--- src/rtl/vedic_seq_mult.sv ---
// Sequential WIDTHxWIDTH unsigned multiplier sharing one vedic_2x2 core.
// Optional zero-operand bypass: define VEDIC_SEQ_ZERO_SKIP_EN.
module vedic_2x2 (
   input  logic [1:0] a,
   input  logic [1:0] b,
   output logic [3:0] p
);
   logic c1, c2, s1, k1, t;

   always_comb begin
      c1 = a[1] & b[0];
      c2 = a[0] & b[1];
      s1 = c1 ^ c2;
      k1 = c1 & c2;
      t  = a[1] & b[1];
      p  = {t & k1, t ^ k1, s1, a[0] & b[0]};
   end
endmodule

module vedic_seq_mult #(
   parameter int WIDTH = 8
) (
   input  logic               clk,
   input  logic               rst,
   input  logic               in_valid,
   output logic               in_ready,
   input  logic [WIDTH-1:0]   in_a,
   input  logic [WIDTH-1:0]   in_b,
   output logic               out_valid,
   input  logic               out_ready,
   output logic [2*WIDTH-1:0] out_product,
   output logic               busy
);
   localparam int N  = WIDTH / 2;
   localparam int IW = (N > 1) ? $clog2(N) : 1;
   localparam int PW = 2 * WIDTH;

   typedef enum logic [1:0] {IDLE, CALC, DONE} state_t;

   state_t          state, state_nx;
   logic [WIDTH-1:0] a_reg, b_reg;
   logic [PW-1:0]   acc, pp_sh, acc_nx;
   logic [IW-1:0]   i, j;
   logic [IW:0]     dsum;
   logic [1:0]      da, db;
   logic [3:0]      pp;
   logic            j_last, last, zero_op;

   vedic_2x2 u_core (
      .a (da),
      .b (db),
      .p (pp)
   );

   always_comb begin
      da     = a_reg[{i, 1'b0} +: 2];
      db     = b_reg[{j, 1'b0} +: 2];
      dsum   = {1'b0, i} + {1'b0, j};
      pp_sh  = PW'(pp) << {dsum, 1'b0};
      acc_nx = acc + pp_sh;
      j_last = (j == IW'(N - 1));
      last   = j_last && (i == IW'(N - 1));
   end

`ifdef VEDIC_SEQ_ZERO_SKIP_EN
   assign zero_op = (in_a == '0) || (in_b == '0);
`else
   assign zero_op = 1'b0;
`endif

   always_ff @(posedge clk) begin
      if (rst) state <= IDLE;
      else     state <= state_nx;
   end

   always_comb begin
      state_nx = state;
      unique case (state)
         IDLE: if (in_valid) state_nx = zero_op ? DONE : CALC;
         CALC: if (last) state_nx = DONE;
         DONE: if (out_ready) state_nx = IDLE;
         default: state_nx = IDLE;
      endcase
   end

   // Digit pair (i,j) walks row-major; the last sum lands straight in out_product.
   always_ff @(posedge clk) begin
      if (rst) begin
         a_reg       <= '0;
         b_reg       <= '0;
         acc         <= '0;
         i           <= '0;
         j           <= '0;
         out_product <= '0;
      end else begin
         unique case (state)
            IDLE: if (in_valid) begin
               a_reg <= in_a;
               b_reg <= in_b;
               acc   <= '0;
               i     <= '0;
               j     <= '0;
               if (zero_op) out_product <= '0;
            end
            CALC: begin
               acc <= acc_nx;
               if (j_last) begin
                  j <= '0;
                  i <= i + 1'b1;
               end else begin
                  j <= j + 1'b1;
               end
               if (last) out_product <= acc_nx;
            end
            default: ;
         endcase
      end
   end

   assign in_ready  = (state == IDLE);
   assign out_valid = (state == DONE);
   assign busy      = (state == CALC) || (state == DONE);
endmodule

--- config.mk ---
export PLATFORM = sky130hd
export DESIGN_NAME = vedic_seq_mult
export DESIGN_NICKNAME = d
export VERILOG_FILES = /design/src/rtl/vedic_seq_mult.sv
export SDC_FILE = /design/constraint.sdc
export NUM_CORES = 1
export LEC_CHECK = 0
export ABC_AREA = 1
export CAP_MARGIN = 20
export CELL_PAD_IN_SITES_DETAIL_PLACEMENT = 1
export CELL_PAD_IN_SITES_GLOBAL_PLACEMENT = 1
export CORE_MARGIN = 2
export CORE_UTILIZATION = 43
export CTS_CLUSTER_SIZE = 40
export DETAILED_ROUTE_END_ITERATION = 16
export GPL_TIMING_DRIVEN = 0
export PLACE_DENSITY = 0.95
export SETUP_SLACK_MARGIN = 0.4
export SKIP_CTS_REPAIR_TIMING = 1
export SYNTH_ARGS = -nofsm -noshare
export SYNTH_HDL_FRONTEND = slang
export SYNTH_SLANG_ARGS = --single-unit
--- constraint.sdc ---
create_clock -name clk -period 8.8 [get_ports clk]
set_input_delay 1.76 -clock clk [delete_from_list [all_inputs] [get_ports clk]]
set_output_delay 1.76 -clock clk [all_outputs]
set_load 0.03 [all_outputs]
==> impl_metrics.xml <==
<?xml version="1.0" encoding="UTF-8"?>
<metrics>
  <group name="run_status">
    <metric name="status" unit="">finished clean</metric>
  </group>
  <group name="finish">
    <metric name="finish.net_count" unit="">614</metric>
    <metric name="layout-drive-gt1-share" unit="%">3.69</metric>
    <metric name="antenna_fix_cells" unit="">0</metric>
    <metric name="layout.filler_cells" unit="">1034</metric>
    <metric name="areaGrowthSynthToFinish" unit="%">18.1</metric>
    <metric name="biggestRegsByFlops" unit="">acc (16), out_product (16)</metric>
  </group>
  <group name="global_route">
    <metric name="grt_antenna_before_repair" unit="">0</metric>
    <metric name="grt_start_max_net_pins" unit="">19</metric>
    <metric name="wire_length_of_the_first_global_routing_pass" unit="mm">17.7</metric>
    <metric name="first_global_vias" unit="">3747</metric>
    <metric name="all_layer_gr_usage" unit="%">25.9</metric>
    <metric name="gr-total-overflow" unit="">0</metric>
  </group>
  <group name="sta">
    <metric name="grt_setup_unrepaired" unit="">no</metric>
    <metric name="clock_period_minus_final_worst_setup_slack" unit="ns">3.65</metric>
    <metric name="timing.clock.skew" unit="ns">0.0122</metric>
    <metric name="max_freq" unit="MHz">274</metric>
    <metric name="fin_crit_sh" unit="%">41.5</metric>
    <metric name="hold_viol_final" unit="">0</metric>
    <metric name="timing.setup.tns" unit="ns">0</metric>
    <metric name="finalMaxSlewViolations" unit="">0</metric>
    <metric name="setup_slack" unit="ns">5.15</metric>
    <metric name="max_slew_margin" unit="%">60.6</metric>
    <metric name="max_slew.worst_pin.slew" unit="ns">0.591</metric>
    <metric name="final-setup-viol-count" unit="">0</metric>
  </group>
  <group name="floorplanning">
    <metric name="fp.coreArea" unit="mm²">0.00765</metric>
    <metric name="floorplan.die.width" unit="µm">92.5</metric>
    <metric name="initial_core_util" unit="%">44.0</metric>
    <metric name="rows" unit="">32</metric>
    <metric name="floorplan.die_area" unit="mm²">0.00855</metric>
    <metric name="number_of_top_level_pins" unit="">39</metric>
    <metric name="die_height" unit="µm">92.5</metric>
  </group>
  <group name="drt">
    <metric name="routed-via-count" unit="">3500</metric>
    <metric name="wl_per_cell" unit="µm">16.0</metric>
    <metric name="drt_pass1_iterations" unit="">4</metric>
    <metric name="drt_wl_total" unit="mm">10.7</metric>
    <metric name="remaining_routing_drc_violations" unit="">0</metric>
    <metric name="routed_via_density" unit="">5.22</metric>
    <metric name="drtAntennaViolNets" unit="">0</metric>
    <metric name="detail_route.iter0.violations" unit="">211</metric>
  </group>
  <group name="placement">
    <metric name="post-place-ws" unit="ns">5.31</metric>
    <metric name="placement.io_buffers" unit="">38</metric>
    <metric name="dpl.hpwl" unit="mm">8.17</metric>
    <metric name="gpl.final_weighted_congestion" unit="">0.907</metric>
  </group>
  <group name="logic_synthesis">
    <metric name="postSynthAreaPerCell" unit="µm²">6.44</metric>
    <metric name="async_flop_share" unit="%">0</metric>
    <metric name="syn-num-nets" unit="">569</metric>
    <metric name="yosysUniqueCellTypes" unit="">31</metric>
    <metric name="register_bit_count_reported_by_yosys" unit="">54</metric>
    <metric name="yosysWarningCount" unit="">0</metric>
    <metric name="top_ff_cell_synth" unit="">sky130_fd_sc_hd__dfxtp_1</metric>
    <metric name="synth_top_cell_area_share" unit="%">32.1</metric>
    <metric name="synth_top_cells_by_area" unit="">sky130_fd_sc_hd__dfxtp_1 32%, sky130_fd_sc_hd__nand2_1 17%, sky130_fd_sc_hd__inv_1 9.0%</metric>
    <metric name="synth_sequential_area_ratio" unit="%">32.1</metric>
    <metric name="mappedNetlistArea" unit="mm²">0.00337</metric>
    <metric name="synthesis.instances" unit="">523</metric>
    <metric name="number_of_synthesized_flops_with_an_enable_pin" unit="">0</metric>
    <metric name="synth_area_leader_cell" unit="">sky130_fd_sc_hd__dfxtp_1</metric>
  </group>
  <group name="setup_path">
    <metric name="timing.reg2reg.setup_slack" unit="ns">5.15</metric>
    <metric name="worst_ep_arrival_time" unit="ns">3.91</metric>
    <metric name="rr_worst_depth" unit="">15</metric>
    <metric name="timing_worst_setup_path_type" unit="">reg2reg</metric>
    <metric name="rr_startpoint" unit="">j[0]$_SDFFE_PP0P_</metric>
    <metric name="category_of_cells_accounting_for_the_largest_share_of_critical_path_delay" unit="">adder cells</metric>
    <metric name="critical_path_buf_inv_count" unit="">4</metric>
    <metric name="worst_path_largest_cell_delay" unit="ns">0.60</metric>
    <metric name="cp_cell_sequence" unit="">ha_1 &gt; inv_1 &gt; fa_1 &gt; inv_1 &gt; nor3_1 &gt; ha_1 &gt; inv_1 &gt; fa_1 &gt; inv_1 &gt; nand3_1 &gt; nand2_1 &gt; a21oi_1 &gt; xnor2_1 &gt; nand2_1 &gt; a21oi_1</metric>
    <metric name="worst-endpoint-required" unit="ns">9.06</metric>
    <metric name="worst_r2r_endpoint" unit="">acc[8]$_SDFFE_PP0P_</metric>
    <metric name="cp-end-kind" unit="">register</metric>
    <metric name="cp-start-kind" unit="">register</metric>
    <metric name="crit_slowest_cell" unit="">sky130_fd_sc_hd__fa_1</metric>
    <metric name="path_common_cell" unit="">sky130_fd_sc_hd__inv_1</metric>
    <metric name="crit_path_max_fanout" unit="">9</metric>
  </group>
  <group name="clock_tree">
    <metric name="numCtsBuffers" unit="">5</metric>
    <metric name="cts.path.max_buffers" unit="">2</metric>
    <metric name="clk_pin_slew" unit="ns">0.11</metric>
    <metric name="ctsRootBufferMaster" unit="">sky130_fd_sc_hd__clkbuf_8</metric>
    <metric name="cts_tree" unit="">yes</metric>
    <metric name="clock_sink_count" unit="">54</metric>
    <metric name="h_tree_depth" unit="">2</metric>
    <metric name="insertion_delay" unit="ns">0.32</metric>
  </group>
  <group name="power">
    <metric name="power_density" unit="mW/mm²">178</metric>
    <metric name="sum_of_internal_switching_and_leakage_power" unit="mW">0.708</metric>
    <metric name="power.leakage" unit="nW">1.95</metric>
    <metric name="power.ir.vdd_worst" unit="µV">181</metric>
  </group>
  <group name="min_path">
    <metric name="whs_path_depth" unit="">2</metric>
    <metric name="min-delay-start" unit="">acc[11]$_SDFFE_PP0P_</metric>
    <metric name="whs_endpoint" unit="">acc[11]$_SDFFE_PP0P_</metric>
    <metric name="hold_path_class" unit="">reg2reg</metric>
  </group>
  <group name="flow_run">
    <metric name="drv.max_cap_violation_count" unit="">0</metric>
  </group>
</metrics>
## report_power, final
part | internal, mW | switching [mW] | leakage (nW) | total, mW
combinational | 0.0849 | 0.171 | 1.45 | 0.256
clock | 0.0672 | 0.0934 | 0.0537 | 0.161
sequential | 0.272 | 0.0201 | 0.439 | 0.292
total | 0.424 | 0.284 | 1.95 | 0.708
## synthesized netlist by cell type (all sizes together) (2+ instances only)
cell type / n
o21a: 6
clkbuf: 6
nor3: 4
a31oi: 2
a21o: 3
nand2: 151
nor2: 70
inv: 82
nand3: 25
o21bai: 6
dfxtp: 54
xnor2: 3
nand4: 2
a32o: 2
o22ai: 2
ha: 24
xor2: 4
buf: 6
fa: 2
o21ai: 34
a21oi: 32
## cell families (layout without fill, tap and decap cells)
| group | after synthesis | after routing | share of synthesized area [%] |
|---|---|---|---|
| and+or+nand+nor | 253 | 253 | 30.2 |
| AOI/OAI and AO/OA | 88 | 88 | 14.8 |
| buffers and inverters | 95 | 141 | 11.0 |
| adders and majority gates | 26 | 26 | 10.1 |
| xor gates and xnor gates | 7 | 7 | 1.82 |
| DFF | 54 | 54 | 32.1 |
## area by class of cell
class                      count  area [µm²]  share of cell area (%)
inverter                      83         312                    7.84
timing repair buffer          38         380                    9.57
tap                          102         128                    3.21
clock inverter                 2        20.0                   0.503
multi-input combinational    374        1920                    48.2
sequential                    54        1080                    27.2
buffer                        12        57.6                    1.45
clock buffer                   6        82.6                    2.08
## worst reg2reg max path, cell delays in order (launching register included)
cell and delay [ns]:
sky130_fd_sc_hd__dfxtp_1 0.54, sky130_fd_sc_hd__ha_1 0.21, sky130_fd_sc_hd__inv_1 0.05, sky130_fd_sc_hd__fa_1 0.60, sky130_fd_sc_hd__inv_1 0.16, sky130_fd_sc_hd__nor3_1 0.29, sky130_fd_sc_hd__ha_1 0.25, sky130_fd_sc_hd__inv_1 0.07
sky130_fd_sc_hd__fa_1 0.43, sky130_fd_sc_hd__inv_1 0.10, sky130_fd_sc_hd__nand3_1 0.08, sky130_fd_sc_hd__nand2_1 0.17, sky130_fd_sc_hd__a21oi_1 0.11, sky130_fd_sc_hd__xnor2_1 0.31, sky130_fd_sc_hd__nand2_1 0.09, sky130_fd_sc_hd__a21oi_1 0.13
## cell usage in the layout (no fill, tap or decap), drive strengths merged, types with 3 or more instances in the layout
cell type,n
clkbuf,12
buf,6
clkdlybuf4s50,38
o21a,6
dfxtp,54
nand2,151
a21oi,32
o21ai,34
nor2,70
xnor2,3
ha,24
nand3,25
xor2,4
a21o,3
o21bai,6
inv,84
nor3,4
## how the worst max path moves through the flow
stage                                 start                           end  slack [ns]  cells after the start
after floorplan           j[0]$_SDFFE_PP0P_  out_product[12]$_SDFFE_PP0P_        5.95                     17
after global placement             in_valid          acc[12]$_SDFFE_PP0P_        5.47                      7
after detailed placement  j[0]$_SDFFE_PP0P_           acc[8]$_SDFFE_PP0P_        5.31                     15
after CTS                 j[0]$_SDFFE_PP0P_           acc[8]$_SDFFE_PP0P_        5.24                     15
after global routing      j[0]$_SDFFE_PP0P_           acc[8]$_SDFFE_PP0P_        4.92                     15
final                     j[0]$_SDFFE_PP0P_           acc[8]$_SDFFE_PP0P_        5.15                     15
## through the flow
step,instance area (µm²),instances,util [%],hold slack (ns)
after floorplan,3370,523,-,0.443
after global placement,3870,663,50.7,0.455
after detailed placement,3870,663,50.7,0.462
after CTS,3980,671,52.0,0.479
after global routing,3980,671,52.0,0.514
final,3980,671,52.0,0.476
## per-layer routing
metal	track usage (%)	wire length, µm	vias up
met3	3.42	321	22
li1	-	-	1728
met2	47.7	5570	72
met1	30.9	4620	1678
met4	8.58	207	0
met5	0	0	-
(Power assumes the default switching activity.)
